### config.mk
export PLATFORM = sky130hd
export DESIGN_NAME = alu_exec_ctrl
export DESIGN_NICKNAME = d
export VERILOG_FILES = /design/src/rtl/alu_exec_ctrl.sv
export SDC_FILE = /design/constraint.sdc
export NUM_CORES = 1
export LEC_CHECK = 0
export CAP_MARGIN = 20
export CORE_MARGIN = 3
export CORE_UTILIZATION = 45
export CTS_CLUSTER_SIZE = 8
export DETAILED_ROUTE_END_ITERATION = 12
export MAX_ROUTING_LAYER = met4
export PLACE_DENSITY = 0.76
export REMOVE_ABC_BUFFERS = 1
export SLEW_MARGIN = 40
export SYNTH_ARGS = -nofsm -noshare
export SYNTH_HDL_FRONTEND = slang
export SYNTH_SLANG_ARGS = --single-unit
export TNS_END_PERCENT = 100
### constraint.sdc
create_clock -name clk -period 1.32 [get_ports clk]
set_input_delay 0.198 -clock clk [delete_from_list [all_inputs] [get_ports clk]]
set_output_delay 0.198 -clock clk [all_outputs]
set_load 0.005 [all_outputs]
### src/rtl/alu_exec_ctrl.sv
`default_nettype none
// ============================================================================
// Module      : alu_exec_ctrl
// Description : Execute-stage sequencer for an external 8-bit ALU. Accepts
//               one instruction per valid/ready handshake, reads operands from
//               an internal register file, drives registered op/A/B to the
//               ALU, captures result/carry/zero, then writes the result back
//               and updates the flag registers. Sequence: IDLE -> EXEC -> WB.
// Ports       : clk, rst_n (sync, active low)
//               instr_valid/instr_ready, instr_op/rd/ra/rb/imm/use_i
//               alu_op/alu_a/alu_b (to ALU), alu_o/alu_c/alu_z (from ALU)
//               ext_we/ext_waddr/ext_wdata (program load, any state)
//               rd_sel/rd_data (combinational debug read)
//               flag_c/flag_z (flags of last completed instruction)
//               done (one-cycle pulse after writeback)
// Options     : ALU_EXEC_IMM_EN - when defined, instr_use_i selects instr_imm
//               as operand B at accept; otherwise both are ignored.
// Revision    : 1.0 - initial release
// ============================================================================
module alu_exec_ctrl #(
    parameter int         REG_AW    = 2,
    parameter logic [7:0] RESET_VAL = 8'h00
) (
    input  logic              clk,
    input  logic              rst_n,
    input  logic              instr_valid,
    output logic              instr_ready,
    input  logic [3:0]        instr_op,
    input  logic [REG_AW-1:0] instr_rd,
    input  logic [REG_AW-1:0] instr_ra,
    input  logic [REG_AW-1:0] instr_rb,
    input  logic [7:0]        instr_imm,
    input  logic              instr_use_i,
    output logic [3:0]        alu_op,
    output logic [7:0]        alu_a,
    output logic [7:0]        alu_b,
    input  logic [7:0]        alu_o,
    input  logic              alu_c,
    input  logic              alu_z,
    input  logic              ext_we,
    input  logic [REG_AW-1:0] ext_waddr,
    input  logic [7:0]        ext_wdata,
    input  logic [REG_AW-1:0] rd_sel,
    output logic [7:0]        rd_data,
    output logic              flag_c,
    output logic              flag_z,
    output logic              done
);

    localparam int         C_NREGS   = 1 << REG_AW;
    localparam logic [1:0] C_ST_IDLE = 2'd0;
    localparam logic [1:0] C_ST_EXEC = 2'd1;
    localparam logic [1:0] C_ST_WB   = 2'd2;

    logic [1:0]        state_q,  state_d;
    logic [7:0]        regs_q [C_NREGS];
    logic [7:0]        regs_d [C_NREGS];
    logic [REG_AW-1:0] rd_q,     rd_d;
    logic [3:0]        alu_op_q, alu_op_d;
    logic [7:0]        alu_a_q,  alu_a_d;
    logic [7:0]        alu_b_q,  alu_b_d;
    logic [7:0]        res_q,    res_d;
    logic              c_q,      c_d;
    logic              z_q,      z_d;
    logic              flag_c_q, flag_c_d;
    logic              flag_z_q, flag_z_d;
    logic              done_q,   done_d;

    logic              w_accept;
    logic [7:0]        w_opnd_b;

    // ------------------------------------------------------------------
    // FSM: state register
    // ------------------------------------------------------------------
    always_ff @(posedge clk) begin
        if (!rst_n) begin
            state_q <= C_ST_IDLE;
        end else begin
            state_q <= state_d;
        end
    end

    // ------------------------------------------------------------------
    // FSM: next-state logic
    // ------------------------------------------------------------------
    always_comb begin
        state_d = state_q;
        case (state_q)
            C_ST_IDLE: if (w_accept) state_d = C_ST_EXEC;
            C_ST_EXEC: state_d = C_ST_WB;
            C_ST_WB:   state_d = C_ST_IDLE;
            default:   state_d = C_ST_IDLE;
        endcase
    end

    // ------------------------------------------------------------------
    // FSM: outputs
    // ------------------------------------------------------------------
    always_comb begin
        instr_ready = (state_q == C_ST_IDLE);
        w_accept    = instr_valid && (state_q == C_ST_IDLE);
    end

    // ------------------------------------------------------------------
    // Operand B source
    // ------------------------------------------------------------------
`ifdef ALU_EXEC_IMM_EN
    always_comb begin
        w_opnd_b = instr_use_i ? instr_imm : regs_q[instr_rb];
    end
`else
    logic w_unused_imm;
    assign w_unused_imm = ^{instr_imm, instr_use_i};

    always_comb begin
        w_opnd_b = regs_q[instr_rb];
    end
`endif

    // ------------------------------------------------------------------
    // Datapath next-state
    // ------------------------------------------------------------------
    always_comb begin
        regs_d   = regs_q;
        rd_d     = rd_q;
        alu_op_d = alu_op_q;
        alu_a_d  = alu_a_q;
        alu_b_d  = alu_b_q;
        res_d    = res_q;
        c_d      = c_q;
        z_d      = z_q;
        flag_c_d = flag_c_q;
        flag_z_d = flag_z_q;
        done_d   = 1'b0;

        // Operands come from regs_q, so an external write landing on the
        // same edge as the accept is not seen by this instruction.
        if (w_accept) begin
            rd_d     = instr_rd;
            alu_op_d = instr_op;
            alu_a_d  = regs_q[instr_ra];
            alu_b_d  = w_opnd_b;
        end

        if (state_q == C_ST_EXEC) begin
            res_d = alu_o;
            c_d   = alu_c;
            z_d   = alu_z;
        end

        if (ext_we) begin
            regs_d[ext_waddr] = ext_wdata;
        end

        // Writeback is applied after the external write so it takes
        // priority on an address collision.
        if (state_q == C_ST_WB) begin
            regs_d[rd_q] = res_q;
            flag_c_d     = c_q;
            flag_z_d     = z_q;
            done_d       = 1'b1;
        end
    end

    // ------------------------------------------------------------------
    // Datapath registers
    // ------------------------------------------------------------------
    always_ff @(posedge clk) begin
        if (!rst_n) begin
            for (int i = 0; i < C_NREGS; i++) begin
                regs_q[i] <= RESET_VAL;
            end
            rd_q     <= '0;
            alu_op_q <= 4'h0;
            alu_a_q  <= 8'h00;
            alu_b_q  <= 8'h00;
            res_q    <= 8'h00;
            c_q      <= 1'b0;
            z_q      <= 1'b0;
            flag_c_q <= 1'b0;
            flag_z_q <= 1'b0;
            done_q   <= 1'b0;
        end else begin
            regs_q   <= regs_d;
            rd_q     <= rd_d;
            alu_op_q <= alu_op_d;
            alu_a_q  <= alu_a_d;
            alu_b_q  <= alu_b_d;
            res_q    <= res_d;
            c_q      <= c_d;
            z_q      <= z_d;
            flag_c_q <= flag_c_d;
            flag_z_q <= flag_z_d;
            done_q   <= done_d;
        end
    end

    assign alu_op  = alu_op_q;
    assign alu_a   = alu_a_q;
    assign alu_b   = alu_b_q;
    assign flag_c  = flag_c_q;
    assign flag_z  = flag_z_q;
    assign done    = done_q;
    assign rd_data = regs_q[rd_sel];

endmodule
`default_nettype wire

==> out/metrics.csv <==
stage;metric;value;unit
worst_setup_path;r2r-start;state_q[0];
power;seqPwrFrac;49.5;%
sta;max_freq;678;MHz
power;switching_share;26.3;%
sta;relSlewSlack;79.6;%
die;io_pins;77;
finish;utilization;69.1;%
finish;area.growth.synth_to_final;44.7;%
placed_design;globalplace.congestion;0.857;
worst_setup_path;r2r_setup_slack;-60;ps
worst_setup_path;critPathLaunchType;flip-flop;
finish;nNetsFinal;479;
die;initial_utilization;47.8;%
finish;final_common_cell;buf_4;
route;drc_errors;0;
die;rows;30;
synth;synth_cells;311;
sta;layout_setup_ws;-156;ps
worst_setup_path;crit_end;rd_data[2];
placed_design;dp_hpwl;6720;um
die;die_x;92.1;um
sta;period_needed;1480;ps
clock_network;clk_pin_slew;70;ps
finish;antenna_cells;0;
power;leakage;2.15;nW
route;vias;2944;
worst_setup_path;startpoint;regs_q[18];
power;irDropWorstVdd;0.000483;V
clock_network;numCtsBuffers;9;
global_routing;antenna_found_initial;0;
sta;worst-slew-pin-transition;305;ps
power;powerDensity;936;nW/um^2
global_routing;grt_use_total;23.2;%
route;viasPerCell;5.50;
clock_network;cts.sinks;69;
run_status;status;finished, violations left;
worst_setup_path;r2r-end;regs_q[26];
die;die-area;8480;sq um
run_status;violations;setup timing;
global_routing;grt_pass1_wl;14900;um
die;core;6980;sq um
power;combPwrFrac;18.7;%
route;drt_pass1_iterations;4;
power;netSwitchingPower;1.19;mW
clock_network;cts.path.max_buffers;2;
route;wire_per_inst;17.4;um
job;maxCapViolations;0;
worst_setup_path;worstPathRequired;1120;ps
route;drtIter0Drc;196;
die;dieHeight;92.1;um
clock_network;cts_tree;built;
sta;hold_violations;0;
synth;synth.yosys.seq_area_share;41.4;%
sta;slew_viol_final;0;
sta;fin_crit_sh;112;%
route;wl;9320;um
worst_setup_path;criticalPathCategory;flip-flop to output pin;
finish;layout_common_cells;buf_4, dfxtp_1, mux2i_1;
clock_network;insertion_delay;340;ps
clock_network;ctsRootBufferMaster;clkbuf_8;
route;antenna_left;0;
sta;clock_skew;9.05;ps
synth;yosys_warnings;0;
sta;rsz0062_at_grt;yes;
clock_network;cts_hold_buf;0;
power;pwr-share-clk;31.9;%
placed_design;portBuffers;67;
finish;drive_gt1_share;36.0;%
synth;synth_cell_type_count;27;
power;p_int;3.33;mW
synth;synth_area_per_cell;10.7;sq um
clock_network;h-tree-depth;3;
global_routing;grt_overflow_total;0;
worst_setup_path;r2r_cells;4;
worst_setup_path;crit_arrival;1280;ps
worst_setup_path;endpoint_kind;output pin;
synth;ys_ff_latch;69;
global_routing;grt_max_degree;21;
sta;setup_violations;16;
placed_design;pre_cts_ws;-742;ps
global_routing;grt_pass1_vias;2981;
hold_path;hold_class;input port to flip-flop;
synth;synth_area;3340;sq um
worst_setup_path;crit_path_max_fanout;2;
[worst max-delay path: stages, from the launching register on]
cell and delay (ps):
dfxtp_1 330, mux4_2 460, buf_2 140
[per-stage QoR]
stage / instance area [sq um] / setup TNS [ps] / hold WS [ps] / std cells / power [mW]
after detailed placement: 4530 / -18980 / 449 / 510 / 3.09
final: 4830 / -1490 / 355 / 535 / 4.52
after floorplan: 3190 / -9340 / 315 / 283 / 2.58
after global placement: 4530 / -17250 / 447 / 510 / 3.06
after CTS: 4760 / -1390 / 342 / 533 / 4.51
after global routing: 4830 / -2270 / 351 / 535 / 4.73
[worst min-delay path by stage]
stage / from / end / slack [ps] / cells after the start
after floorplan: rst_n / regs_q[29] / 310 / 2
after global placement: alu_b[1] / alu_b[1] / 450 / 2
after detailed placement: alu_a[1] / alu_a[1] / 450 / 2
after CTS: rst_n / regs_q[30] / 340 / 4
after global routing: rst_n / regs_q[30] / 350 / 4
final: rst_n / regs_q[30] / 350 / 4
[layer usage]
layer,routed length [um],track usage [%],up-vias,part of all wire (%)
li1,-,-,1409,-
met2,4740,39.0,119,51
met4,278,11.6,0,3.0
met3,497,3.45,26,5.3
met1,3800,27.1,1390,41
met5,0,-,-,0
[cell usage after synthesis]
library cell  number  share of area, %
clkbuf_1          11               1.2
and2_1             3              0.56
or3b_2             1              0.26
clkbuf_2           1              0.15
buf_4              3              0.67
nand2_1           36               4.0
nor2b_1            9               1.7
mux4_2            24                16
nand4b_1           1              0.26
o21ai_2            2              0.53
o21ai_0           30               4.5
or4b_1             1              0.30
buf_6              2              0.67
nand3b_1           2              0.45
dfxtp_1           69                41
and2b_1            1              0.23
nor3b_4            1              0.56
o2bb2ai_1         16               4.2
nor2_1             1              0.11
a21boi_0          10               2.2
or2b_1             1              0.23
buf_2             11               1.6
a21oi_2            2              0.53
a21oi_1           30               4.5
nand3_1            1              0.15
nand4bb_1          2              0.67
mux2i_1           40                12
[cells by family after synthesis]
| family | Yosys count | synth area share (%) |
|---|---|---|
| AOI/OAI and AO/OA | 90 | 16.5 |
| buffers and inverters | 28 | 4.39 |
| DFF | 69 | 41.4 |
| muxes | 64 | 28.2 |
| and+or+nand+nor | 60 | 9.52 |
[state kept, by name, indices dropped and copies added (netlist names)]
register  cells
alu_a         8
alu_op        4
z_q           1
rd_q          2
c_q           1
flag_c        1
regs_q       32
res_q         8
done          1
state_q       2
alu_b         8
flag_z        1
[repair_timing]
| item | 4_1_cts | 5_1_grt |
|---|---|---|
| cloned | 1 | 0 |
| resized for setup | 101 | 18 |
| pin swaps | 3 | 3 |
| buffers inserted | 6 | 2 |
| setup endpoints to repair | 44 | 48 |
[area by class of cell]
class	count	area, sq um
sequential	69	1410
timing repair buffer	140	1270
multi-input combinational	214	1880
tap	96	120
clock buffer	11	131
clock inverter	5	27.5
fill	538	2150
[power groups by stage]
stage / Sequential (mW) / Clock (mW) / Combinational, mW
6_report: 2.23 / 1.44 / 0.845
5_1_grt: 2.24 / 1.58 / 0.910
4_1_cts: 2.23 / 1.45 / 0.825
3_5_place_dp: 2.27 / 0 / 0.815
3_3_place_gp: 2.27 / 0 / 0.794
2_1_floorplan: 2.27 / 0 / 0.309
(Power assumes the default switching activity.)
